File: src/rtl/exec_mem_port_arbiter_if.sv
// rtl/exec_mem_port_arbiter_if.sv - request/response channels around the shared memory-port arbiter
//
// Groups the fetch channel, the execute load/store channel, the memory request/response
// channel and the status flags.
//   slave  : arbiter view (consumes fetch/data requests and memory responses)
//   master : environment view (requesters plus memory)
interface exec_mem_port_arbiter_if #(
  parameter int ADDR_WIDTH = 32,
  parameter int DATA_WIDTH = 32,
  parameter int MASK_WIDTH = 8
);
  logic                  fetch_req_in;
  logic [ADDR_WIDTH-1:0] fetch_addr_in;
  logic                  fetch_ready_out;
  logic                  fetch_rsp_valid_out;
  logic [DATA_WIDTH-1:0] fetch_rsp_data_out;

  logic                  data_read_in;
  logic                  data_write_in;
  logic [ADDR_WIDTH-1:0] data_addr_in;
  logic [DATA_WIDTH-1:0] data_wdata_in;
  logic [MASK_WIDTH-1:0] data_mask_in;
  logic                  data_ready_out;
  logic                  data_rsp_valid_out;
  logic [DATA_WIDTH-1:0] data_rsp_data_out;

  logic                  mem_req_valid_out;
  logic                  mem_req_write_out;
  logic [ADDR_WIDTH-1:0] mem_req_addr_out;
  logic [DATA_WIDTH-1:0] mem_req_wdata_out;
  logic [MASK_WIDTH-1:0] mem_req_mask_out;
  logic                  mem_req_ready_in;
  logic                  mem_rsp_valid_in;
  logic [DATA_WIDTH-1:0] mem_rsp_data_in;

  logic                  busy_out;
  logic                  protocol_err_out;

  modport slave (
    input  fetch_req_in, fetch_addr_in,
    output fetch_ready_out, fetch_rsp_valid_out, fetch_rsp_data_out,
    input  data_read_in, data_write_in, data_addr_in, data_wdata_in, data_mask_in,
    output data_ready_out, data_rsp_valid_out, data_rsp_data_out,
    output mem_req_valid_out, mem_req_write_out, mem_req_addr_out,
    output mem_req_wdata_out, mem_req_mask_out,
    input  mem_req_ready_in, mem_rsp_valid_in, mem_rsp_data_in,
    output busy_out, protocol_err_out
  );

  modport master (
    output fetch_req_in, fetch_addr_in,
    input  fetch_ready_out, fetch_rsp_valid_out, fetch_rsp_data_out,
    output data_read_in, data_write_in, data_addr_in, data_wdata_in, data_mask_in,
    input  data_ready_out, data_rsp_valid_out, data_rsp_data_out,
    input  mem_req_valid_out, mem_req_write_out, mem_req_addr_out,
    input  mem_req_wdata_out, mem_req_mask_out,
    output mem_req_ready_in, mem_rsp_valid_in, mem_rsp_data_in,
    input  busy_out, protocol_err_out
  );
endinterface

File: src/rtl/exec_mem_port_arbiter.sv
// rtl/exec_mem_port_arbiter.sv - shares one memory port between instruction fetch and execute load/store
//
// Ports:
//   clk   : clock
//   reset : synchronous, active-high reset
//   bus   : exec_mem_port_arbiter_if.slave (fetch channel, data channel, memory channel, status)
// Data requests win arbitration; a streak counter forces a fetch grant after
// FETCH_STARVE_LIMIT consecutive data grants with fetch waiting. At most one
// request is outstanding; read responses are routed back to the issuing requester.
module exec_mem_port_arbiter #(
  parameter int ADDR_WIDTH         = 32,
  parameter int DATA_WIDTH         = 32,
  parameter int MASK_WIDTH         = 8,
  parameter int FETCH_STARVE_LIMIT = 4
) (
  input  logic                          clk,
  input  logic                          reset,
  exec_mem_port_arbiter_if.slave        bus
);
  localparam int            SW         = $clog2(FETCH_STARVE_LIMIT + 1);
  localparam logic [SW-1:0] STREAK_MAX = SW'(FETCH_STARVE_LIMIT);

  typedef enum logic [1:0] {IDLE, REQ, WAIT_RSP} state_t;

  state_t                state_q, state_d;
  logic [SW-1:0]         streak_q, streak_d;
  logic                  owner_q, owner_d;            // 1 = data, 0 = fetch

  logic                  fetch_ready_q, fetch_ready_d;
  logic                  fetch_rsp_valid_q, fetch_rsp_valid_d;
  logic [DATA_WIDTH-1:0] fetch_rsp_data_q, fetch_rsp_data_d;
  logic                  data_ready_q, data_ready_d;
  logic                  data_rsp_valid_q, data_rsp_valid_d;
  logic [DATA_WIDTH-1:0] data_rsp_data_q, data_rsp_data_d;
  logic                  req_valid_q, req_valid_d;
  logic                  req_write_q, req_write_d;
  logic [ADDR_WIDTH-1:0] req_addr_q, req_addr_d;
  logic [DATA_WIDTH-1:0] req_wdata_q, req_wdata_d;
  logic [MASK_WIDTH-1:0] req_mask_q, req_mask_d;
  logic                  busy_q, busy_d;
  logic                  err_q, err_d;

  logic                  data_pending;
  logic                  fetch_forced;

  always_ff @(posedge clk) begin
    if (reset) begin
      state_q           <= IDLE;
      streak_q          <= '0;
      owner_q           <= 1'b0;
      fetch_ready_q     <= 1'b0;
      fetch_rsp_valid_q <= 1'b0;
      fetch_rsp_data_q  <= '0;
      data_ready_q      <= 1'b0;
      data_rsp_valid_q  <= 1'b0;
      data_rsp_data_q   <= '0;
      req_valid_q       <= 1'b0;
      req_write_q       <= 1'b0;
      req_addr_q        <= '0;
      req_wdata_q       <= '0;
      req_mask_q        <= '0;
      busy_q            <= 1'b0;
      err_q             <= 1'b0;
    end else begin
      state_q           <= state_d;
      streak_q          <= streak_d;
      owner_q           <= owner_d;
      fetch_ready_q     <= fetch_ready_d;
      fetch_rsp_valid_q <= fetch_rsp_valid_d;
      fetch_rsp_data_q  <= fetch_rsp_data_d;
      data_ready_q      <= data_ready_d;
      data_rsp_valid_q  <= data_rsp_valid_d;
      data_rsp_data_q   <= data_rsp_data_d;
      req_valid_q       <= req_valid_d;
      req_write_q       <= req_write_d;
      req_addr_q        <= req_addr_d;
      req_wdata_q       <= req_wdata_d;
      req_mask_q        <= req_mask_d;
      busy_q            <= busy_d;
      err_q             <= err_d;
    end
  end

  always_comb begin
    state_d           = state_q;
    streak_d          = streak_q;
    owner_d           = owner_q;
    fetch_ready_d     = 1'b0;
    fetch_rsp_valid_d = 1'b0;
    fetch_rsp_data_d  = fetch_rsp_data_q;
    data_ready_d      = 1'b0;
    data_rsp_valid_d  = 1'b0;
    data_rsp_data_d   = data_rsp_data_q;
    req_valid_d       = req_valid_q;
    req_write_d       = req_write_q;
    req_addr_d        = req_addr_q;
    req_wdata_d       = req_wdata_q;
    req_mask_d        = req_mask_q;
    err_d             = err_q;

    data_pending = bus.data_read_in | bus.data_write_in;
    fetch_forced = bus.fetch_req_in && (streak_q == STREAK_MAX);

    // The streak only counts data grants made while fetch is actually waiting.
    if (!bus.fetch_req_in) streak_d = '0;

    case (state_q)
      IDLE: begin
        if (data_pending && !fetch_forced) begin
          // A simultaneous read stays pending behind the store.
          data_ready_d = 1'b1;
          owner_d      = 1'b1;
          req_valid_d  = 1'b1;
          req_write_d  = bus.data_write_in;
          req_addr_d   = bus.data_addr_in;
          req_wdata_d  = bus.data_wdata_in;
          req_mask_d   = bus.data_mask_in;
          state_d      = REQ;
          if (bus.fetch_req_in && streak_q != STREAK_MAX) streak_d = streak_q + 1'b1;
        end else if (bus.fetch_req_in) begin
          fetch_ready_d = 1'b1;
          owner_d       = 1'b0;
          req_valid_d   = 1'b1;
          req_write_d   = 1'b0;
          req_addr_d    = bus.fetch_addr_in;
          req_wdata_d   = '0;
          req_mask_d    = '1;
          state_d       = REQ;
          streak_d      = '0;
        end
      end
      REQ: begin
        if (bus.mem_req_ready_in) begin
          req_valid_d = 1'b0;
          state_d     = req_write_q ? IDLE : WAIT_RSP;
        end
      end
      WAIT_RSP: begin
        if (bus.mem_rsp_valid_in) begin
          state_d = IDLE;
          if (owner_q) begin
            data_rsp_valid_d = 1'b1;
            data_rsp_data_d  = bus.mem_rsp_data_in;
          end else begin
            fetch_rsp_valid_d = 1'b1;
            fetch_rsp_data_d  = bus.mem_rsp_data_in;
          end
        end
      end
      default: state_d = IDLE;
    endcase

    // Responses with nothing outstanding (including stragglers after a reset) are dropped.
    if (bus.mem_rsp_valid_in && state_q != WAIT_RSP) err_d = 1'b1;

    busy_d = (state_d != IDLE);
  end

  assign bus.fetch_ready_out     = fetch_ready_q;
  assign bus.fetch_rsp_valid_out = fetch_rsp_valid_q;
  assign bus.fetch_rsp_data_out  = fetch_rsp_data_q;
  assign bus.data_ready_out      = data_ready_q;
  assign bus.data_rsp_valid_out  = data_rsp_valid_q;
  assign bus.data_rsp_data_out   = data_rsp_data_q;
  assign bus.mem_req_valid_out   = req_valid_q;
  assign bus.mem_req_write_out   = req_write_q;
  assign bus.mem_req_addr_out    = req_addr_q;
  assign bus.mem_req_wdata_out   = req_wdata_q;
  assign bus.mem_req_mask_out    = req_mask_q;
  assign bus.busy_out            = busy_q;
  assign bus.protocol_err_out    = err_q;
endmodule

File: src/flat_wrapper.sv
// flat-port wrapper written by rule: the top's interface ports become plain ports
module exec_mem_port_arbiter_flat 
#(
  parameter int ADDR_WIDTH         = 32,
  parameter int DATA_WIDTH         = 32,
  parameter int MASK_WIDTH         = 8,
  parameter int FETCH_STARVE_LIMIT = 4
)
  (clk, reset, bus_fetch_req_in, bus_fetch_addr_in, bus_fetch_ready_out, bus_fetch_rsp_valid_out, bus_fetch_rsp_data_out, bus_data_read_in, bus_data_write_in, bus_data_addr_in, bus_data_wdata_in, bus_data_mask_in, bus_data_ready_out, bus_data_rsp_valid_out, bus_data_rsp_data_out, bus_mem_req_valid_out, bus_mem_req_write_out, bus_mem_req_addr_out, bus_mem_req_wdata_out, bus_mem_req_mask_out, bus_mem_req_ready_in, bus_mem_rsp_valid_in, bus_mem_rsp_data_in, bus_busy_out, bus_protocol_err_out);
  exec_mem_port_arbiter_if #(.ADDR_WIDTH(ADDR_WIDTH), .DATA_WIDTH(DATA_WIDTH), .MASK_WIDTH(MASK_WIDTH)) bus_i ();
  input  logic clk;
  input  logic reset;
  input wire logic [$bits(bus_i.fetch_req_in)-1:0] bus_fetch_req_in;
  input wire logic [$bits(bus_i.fetch_addr_in)-1:0] bus_fetch_addr_in;
  output wire logic [$bits(bus_i.fetch_ready_out)-1:0] bus_fetch_ready_out;
  output wire logic [$bits(bus_i.fetch_rsp_valid_out)-1:0] bus_fetch_rsp_valid_out;
  output wire logic [$bits(bus_i.fetch_rsp_data_out)-1:0] bus_fetch_rsp_data_out;
  input wire logic [$bits(bus_i.data_read_in)-1:0] bus_data_read_in;
  input wire logic [$bits(bus_i.data_write_in)-1:0] bus_data_write_in;
  input wire logic [$bits(bus_i.data_addr_in)-1:0] bus_data_addr_in;
  input wire logic [$bits(bus_i.data_wdata_in)-1:0] bus_data_wdata_in;
  input wire logic [$bits(bus_i.data_mask_in)-1:0] bus_data_mask_in;
  output wire logic [$bits(bus_i.data_ready_out)-1:0] bus_data_ready_out;
  output wire logic [$bits(bus_i.data_rsp_valid_out)-1:0] bus_data_rsp_valid_out;
  output wire logic [$bits(bus_i.data_rsp_data_out)-1:0] bus_data_rsp_data_out;
  output wire logic [$bits(bus_i.mem_req_valid_out)-1:0] bus_mem_req_valid_out;
  output wire logic [$bits(bus_i.mem_req_write_out)-1:0] bus_mem_req_write_out;
  output wire logic [$bits(bus_i.mem_req_addr_out)-1:0] bus_mem_req_addr_out;
  output wire logic [$bits(bus_i.mem_req_wdata_out)-1:0] bus_mem_req_wdata_out;
  output wire logic [$bits(bus_i.mem_req_mask_out)-1:0] bus_mem_req_mask_out;
  input wire logic [$bits(bus_i.mem_req_ready_in)-1:0] bus_mem_req_ready_in;
  input wire logic [$bits(bus_i.mem_rsp_valid_in)-1:0] bus_mem_rsp_valid_in;
  input wire logic [$bits(bus_i.mem_rsp_data_in)-1:0] bus_mem_rsp_data_in;
  output wire logic [$bits(bus_i.busy_out)-1:0] bus_busy_out;
  output wire logic [$bits(bus_i.protocol_err_out)-1:0] bus_protocol_err_out;
  assign bus_i.fetch_req_in = bus_fetch_req_in;
  assign bus_i.fetch_addr_in = bus_fetch_addr_in;
  assign bus_fetch_ready_out = bus_i.fetch_ready_out;
  assign bus_fetch_rsp_valid_out = bus_i.fetch_rsp_valid_out;
  assign bus_fetch_rsp_data_out = bus_i.fetch_rsp_data_out;
  assign bus_i.data_read_in = bus_data_read_in;
  assign bus_i.data_write_in = bus_data_write_in;
  assign bus_i.data_addr_in = bus_data_addr_in;
  assign bus_i.data_wdata_in = bus_data_wdata_in;
  assign bus_i.data_mask_in = bus_data_mask_in;
  assign bus_data_ready_out = bus_i.data_ready_out;
  assign bus_data_rsp_valid_out = bus_i.data_rsp_valid_out;
  assign bus_data_rsp_data_out = bus_i.data_rsp_data_out;
  assign bus_mem_req_valid_out = bus_i.mem_req_valid_out;
  assign bus_mem_req_write_out = bus_i.mem_req_write_out;
  assign bus_mem_req_addr_out = bus_i.mem_req_addr_out;
  assign bus_mem_req_wdata_out = bus_i.mem_req_wdata_out;
  assign bus_mem_req_mask_out = bus_i.mem_req_mask_out;
  assign bus_i.mem_req_ready_in = bus_mem_req_ready_in;
  assign bus_i.mem_rsp_valid_in = bus_mem_rsp_valid_in;
  assign bus_i.mem_rsp_data_in = bus_mem_rsp_data_in;
  assign bus_busy_out = bus_i.busy_out;
  assign bus_protocol_err_out = bus_i.protocol_err_out;
  exec_mem_port_arbiter #(.ADDR_WIDTH(ADDR_WIDTH), .DATA_WIDTH(DATA_WIDTH), .MASK_WIDTH(MASK_WIDTH), .FETCH_STARVE_LIMIT(FETCH_STARVE_LIMIT)) u_core (.clk(clk), .reset(reset), .bus(bus_i));
endmodule
File: config.mk
export PLATFORM = sky130hd
export DESIGN_NAME = exec_mem_port_arbiter_flat
export DESIGN_NICKNAME = d
export VERILOG_FILES = /design/src/rtl/exec_mem_port_arbiter_if.sv /design/src/rtl/exec_mem_port_arbiter.sv /design/src/flat_wrapper.sv
export SDC_FILE = /design/constraint.sdc
export NUM_CORES = 1
export LEC_CHECK = 0
export BUFFER_PORTS_ARGS = -buffer_cell sky130_fd_sc_hd__buf_2
export CORE_ASPECT_RATIO = 0.7
export CORE_MARGIN = 2
export CORE_UTILIZATION = 48
export DETAILED_ROUTE_END_ITERATION = 6
export GPL_ROUTABILITY_DRIVEN = 0
export PLACE_DENSITY_LB_ADDON = 0.25
export SLEW_MARGIN = 20
export SYNTH_ARGS = -nofsm -noshare
export SYNTH_HDL_FRONTEND = slang
export SYNTH_SLANG_ARGS = --single-unit
export TNS_END_PERCENT = 10
File: constraint.sdc
create_clock -name clk -period 2.95 [get_ports clk]
set_input_delay 0.295 -clock clk [delete_from_list [all_inputs] [get_ports clk]]
set_output_delay 0.295 -clock clk [all_outputs]
set_load 0.03 [all_outputs]
# Word level (Yosys, flattened, before mapping)

Index checks and enable logic that the tools add are counted.

Bits in registers: 150
Output and inout bits: 144
Word-level logic and storage cells: 73

$add $sub $neg: 1
Bitwise gates (word level): 5
Equal/unequal tests: 7
Muxes and demuxes: 28
Reduce and logical (&&, ||, !) cells: 16

Operators by type and width:

| kind                                           | count |
|---|---|
| 2-to-1 mux 32 bit                              | 4 |
| 2-to-1 mux 8 bit                               | 2 |
| 2-to-1 mux 3 bit                               | 5 |
| 2-to-1 mux 1 bit                               | 10 |
| 2-to-1 mux 2 bit                               | 5 |
| AND reduction 3 bit                            | 3 |
| one-hot mux 2 bit (3 select lines)             | 1 |
| nonzero test 2 bit                             | 3 |
| OR reduction 3 bit                             | 2 |
| logical AND 1 bit                              | 4 |
| != test 2 bit (second input constant)          | 2 |
| NOT 1 bit                                      | 4 |
| adder 3 x 1 -> 3 bit (second input constant)   | 1 |
| == test 3 bit (second input constant)          | 1 |
| != test 3 x 2 -> 1 bit (second input constant) | 1 |
| != test 3 bit (second input constant)          | 1 |
| == test 2 x 1 -> 1 bit (second input constant) | 1 |
| == test 2 bit (second input constant)          | 1 |
| zero test 2 bit                                | 1 |
| one-hot mux 1 bit (2 select lines)             | 1 |
| AND reduction 2 bit                            | 1 |
| OR reduction 2 bit                             | 1 |
| zero test 1 bit                                | 1 |
| OR 1 bit                                       | 1 |

# Longest topological paths before layout

Depth after elaboration: 7
Depth in mapped cells: 7
Mapped depth without buffers: 6

# Worst setup path before layout

OpenSTA, ideal clock, no wires.

Path type: register to register
Start point: reg u_core.streak_q[0]
End point: reg u_core.req_addr_q[1], in the netlist u_core.bus.mem_req_addr_out[1]
Path buffers: 1
Setup time: 86 ps
Setup slack: 1,394 ps
Arrival time: 1,470 ps
Cell stages (with the launch flop): 8
Clock period less this slack: 1,556 ps
Required time: 2,864 ps
Cell sequence: dfxtp_1 -> inv_1 -> ha_1 -> and3_1 -> nor2_2 -> buf_2 -> a21oi_1 -> a211oi_1

Word-level cells in the longest chain between the ends: 6
Elaborated cells on any way between the ends: 7
Those cells by class: eq/ne: 1; mux: 1; reduce/logical: 5

Ends and longest elaborated chain:

| item                          | RTL line                     | source |
|---|---|---|
| from (decl)                   | exec_mem_port_arbiter.sv:26  | `logic [SW-1:0] streak_q, streak_d;` |
| from (signal assigned)        | exec_mem_port_arbiter.sv:66  | `streak_q <= streak_d;` |
| == test 3 bit (*)             | exec_mem_port_arbiter.sv:102 | `fetch_forced = bus.fetch_req_in && (streak_q == STREAK_MAX);` |
| logical AND 1 bit (*)         | exec_mem_port_arbiter.sv:102 |  |
| zero test 1 bit (*)           | exec_mem_port_arbiter.sv:109 | `if (data_pending && !fetch_forced) begin` |
| logical AND 1 bit (*)         | exec_mem_port_arbiter.sv:109 |  |
| nonzero test 2 bit (no line)  | --                           |  |
| AND reduction 2 bit (no line) | --                           |  |
| to (signal assigned)          | exec_mem_port_arbiter.sv:76  | `req_addr_q <= req_addr_d;` |
| to (decl)                     | exec_mem_port_arbiter.sv:37  | `logic [ADDR_WIDTH-1:0] req_addr_q, req_addr_d;` |

Every way passes the cells marked *; elsewhere a longest branch is shown, timed or not.
A chain may end at the register's enable or synchronous reset.

# Worst setup path after layout

Same ends and word-level chain as after synthesis.

==> results.md <==
- Kind of end point of the critical path: register
- Synthesized netlist net count: 799
- Most used DFF post-synth: sky130_fd_sc_hd__dfxtp_1
- Fraction of layout cells with a size suffix above 1: 35.8%
- Effective utilization at floorplan: 49.4%
- Total power of the final layout: 5180 uW
- Timing-limited maximum frequency: 0.539 GHz
- Die H: 93.0 um
- Worst skew pair latency: 0.41 ns
- Sequential cell area in the final layout: 3000 um2
- Setup repair after global routing missed its margin: no
- Proportion of netlist area held by the largest area contributor: 55.2%
- Total placed instance area: 6960 um2
- Area of the core: 11,000 um2
- Count of endpoints failing setup in the final report: 0
- Mean post-synth cell area: 8.31 um2
- Die X-Extent: 131 um
- Most common cell in the netlist: sky130_fd_sc_hd__nand2_1
- Global routing usage on met1: 32.8%
- Die ar.: 12,200 um2
- Post-CTS resize count: 0
- Number of rows in the core area: 32
- Number of synthesized flops with an enable pin: 0
- Overflow left after global routing: 0
- Port-buffer cells: 286
- Final routed wirelength across all metal layers: 15,800 um
- Via count of the first global-routing pass: 5,135
- Post-detailed-placement half-perimeter wirelength: 10,800 um
- Most Used Layer, Global Route: met2
- TritonCTS clock tree: yes
- Number of antenna violations at the first check in global routing: 1
- Worst clock skew on the final layout: 0.00887 ns
- Number of sinks handled by clock tree synthesis: 150
- Synth unique cells: 32
- Starting DRT DRC Count: 397
- Lkg Pwr: 0.00349 uW
- Relative slew margins: 49.6%
- Cts bufs inserted: 17
- Synthesized cell area: 5440 um2
- Cells taking the most area after synthesis: sky130_fd_sc_hd__dfxtp_1, sky130_fd_sc_hd__nand2_1, sky130_fd_sc_hd__a21oi_1
- Peak VDD IR: 0.442 mV
- Maximum root-to-sink buffer count: 2
- Final critical delay including setup and external delays: 1.85 ns
- Total DRC errors in the routed layout: 0
- Hold crit path type: primary input to register
- Status: complete, no violations
- Layout area overhead: 38.5%
- Net count of the finished layout: 1,064
- Accumulated negative setup slack: 0 ns
- Hold buffers post-CTS: 0
- Number of warnings issued by yosys: 0
- First-pass iteration count of the detailed router: 6
- Met2 capacity usage during global routing: 42.1%
- Kind of critical path: register to register
- IO Count: 287
- Final max-slew violation count: 0
- Post-synthesis register bit count: 150
- Actual transition at the worst max-transition pin: 0.756 ns
- Total via count in the routed design: 5,465
- Met3 Usage GRT: 8.13%
- Antenna Violating Nets Remaining: 0
- Finished layout cell area: 7530 um2
- Data arrival time at the worst-slack endpoint: 2.17 ns
- Commonest cells in the synthesized netlist: sky130_fd_sc_hd__nand2_1, sky130_fd_sc_hd__dfxtp_1, sky130_fd_sc_hd__a21oi_1
- CTS H-Tree Depth: 4
- Clk pin slew, worst setup/hold paths: 0.06 ns
- Worst Path Max Fanout: 32
- Library cell with the largest summed area after synthesis: sky130_fd_sc_hd__dfxtp_1
- Number of max-cap violations: 0
- Maximum number of pins on one net before global-route repair: 72
- Via density per instance: 5.04
- Buffers inserted by post-CTS timing repair: 0
- Proportion of synthesized flip-flops having asynchronous set or reset: 0%
- Data required time at the worst endpoint: 3.26 ns
- Count of endpoints failing hold in the final timing report: 0
- Power density over cell area: 688 nW/um2
- Post-synthesis cell count: 654
- Clock root buffer: sky130_fd_sc_hd__clkbuf_16
- Nature of the critical path startpoint: register
- Overall track demand over capacity in global routing: 25.8%
- Portion of the post-synthesis area used by sequential elements: 55.2%
- Wire length of the first global-routing pass: 25,400 um
- Tcrit/Tclk final: 62.8%
- Antenna diodes: 0
- Post-detailed-route wirelength per cell: 14.6 um
- # fillers: 943
- Area of the multi-input gates: 2210 um2
[where the power goes]
group	leakage (uW)	internal, uW	switching, uW	total, uW
Clock	0.000275	1260	822	2080
Combinational	0.00199	290	585	875
Sequential	0.00123	2150	67.7	2220
Total	0.00349	3710	1470	5180
[logic make-up after synthesis]
group	count (synthesis)	synth area share (%)
AOI/OAI and AO/OA	183	20.3
and+or+nand+nor	266	19.7
buffers and inverters	53	4.28
DFF	150	55.2
adders and majority gates	2	0.460
[layout by cell type, fill, tap and decap left out, types with 4 or more instances in the layout]
cell type | Yosys | layout
sky130_fd_sc_hd__nor2_1 | 81 | 81
sky130_fd_sc_hd__buf_2 | 18 | 285
sky130_fd_sc_hd__nand3_1 | 4 | 4
sky130_fd_sc_hd__dfxtp_1 | 150 | 150
sky130_fd_sc_hd__a21oi_1 | 103 | 103
sky130_fd_sc_hd__a22oi_1 | 33 | 33
sky130_fd_sc_hd__buf_4 | 3 | 10
sky130_fd_sc_hd__clkbuf_16 | 0 | 17
sky130_fd_sc_hd__o22ai_1 | 8 | 8
sky130_fd_sc_hd__a211oi_1 | 31 | 31
sky130_fd_sc_hd__clkinv_2 | 0 | 4
sky130_fd_sc_hd__nand2_1 | 162 | 162
[sequential cells by signal, indices dropped and copies added, names as in the netlist]
register	count
u_core.bus.busy_out	1
u_core.bus.data_ready_out	1
u_core.bus.data_rsp_data_out	32
u_core.bus.data_rsp_valid_out	1
u_core.bus.fetch_ready_out	1
u_core.bus.fetch_rsp_data_out	32
u_core.bus.fetch_rsp_valid_out	1
u_core.bus.mem_req_addr_out	32
u_core.bus.mem_req_mask_out	8
u_core.bus.mem_req_valid_out	1
u_core.bus.mem_req_wdata_out	32
u_core.bus.mem_req_write_out	1
u_core.bus.protocol_err_out	1
u_core.owner_q	1
u_core.state_q	2
u_core.streak_q	3
[layer usage]
layer | routed length, um | vias to the layer above | part of all wire, %
met5 | 7 | - | 0.044
met4 | 225 | 2 | 1.4
met3 | 1290 | 22 | 8.1
met2 | 7580 | 226 | 48
met1 | 6690 | 2468 | 42
li1 | - | 2747 | -
[per-stage QoR]
stage               setup WS [ns]  cells  hold WS, ns  utilization [%]
finish                       1.10   1084        0.122             68.4
global route                0.961   1084        0.108             68.4
CTS                          1.10   1084       0.0984             68.4
detailed placement           1.03   1053        0.443             63.2
global placement             1.10   1053        0.440             63.2
floorplan                    1.39    654        0.431                -
[layout make-up]
| class | count | area share [%] |
|---|---|---|
| repair buffers | 297 | 20.5 |
| clock buffers | 19 | 5.88 |
| well taps | 153 | 2.54 |
| clock inverters | 12 | 1.71 |
| flip-flops and latches | 150 | 39.9 |
| inverters | 2 | 0.0997 |
| multi-input cells | 451 | 29.4 |
[critical path, stage by stage, from the launching register on]
cell and delay, ns:
sky130_fd_sc_hd__dfxtp_1 0.37, sky130_fd_sc_hd__inv_1 0.06, sky130_fd_sc_hd__ha_1 0.25, sky130_fd_sc_hd__and3_1 0.24, sky130_fd_sc_hd__nor2_2 0.11, sky130_fd_sc_hd__buf_4 0.33, sky130_fd_sc_hd__a21oi_1 0.13, sky130_fd_sc_hd__a211oi_1 0.26
[path summary, 6_finish.rpt]
kind / startpoint / endpoint / slack (ns) / cells past startpoint
setup / recovery: u_core.streak_q[0] / u_core.bus.mem_req_addr_out[1] / 1.10 / 7
hold / removal: bus_data_wdata_in[18] / u_core.bus.mem_req_wdata_out[18] / 0.12 / 3
setup reg to reg: u_core.streak_q[0] / u_core.bus.mem_req_addr_out[1] / 1.10 / 7
hold reg to reg: u_core.bus.data_rsp_data_out[22] / u_core.bus.data_rsp_data_out[22] / 0.45 / 2
(Power assumes the default switching activity.)
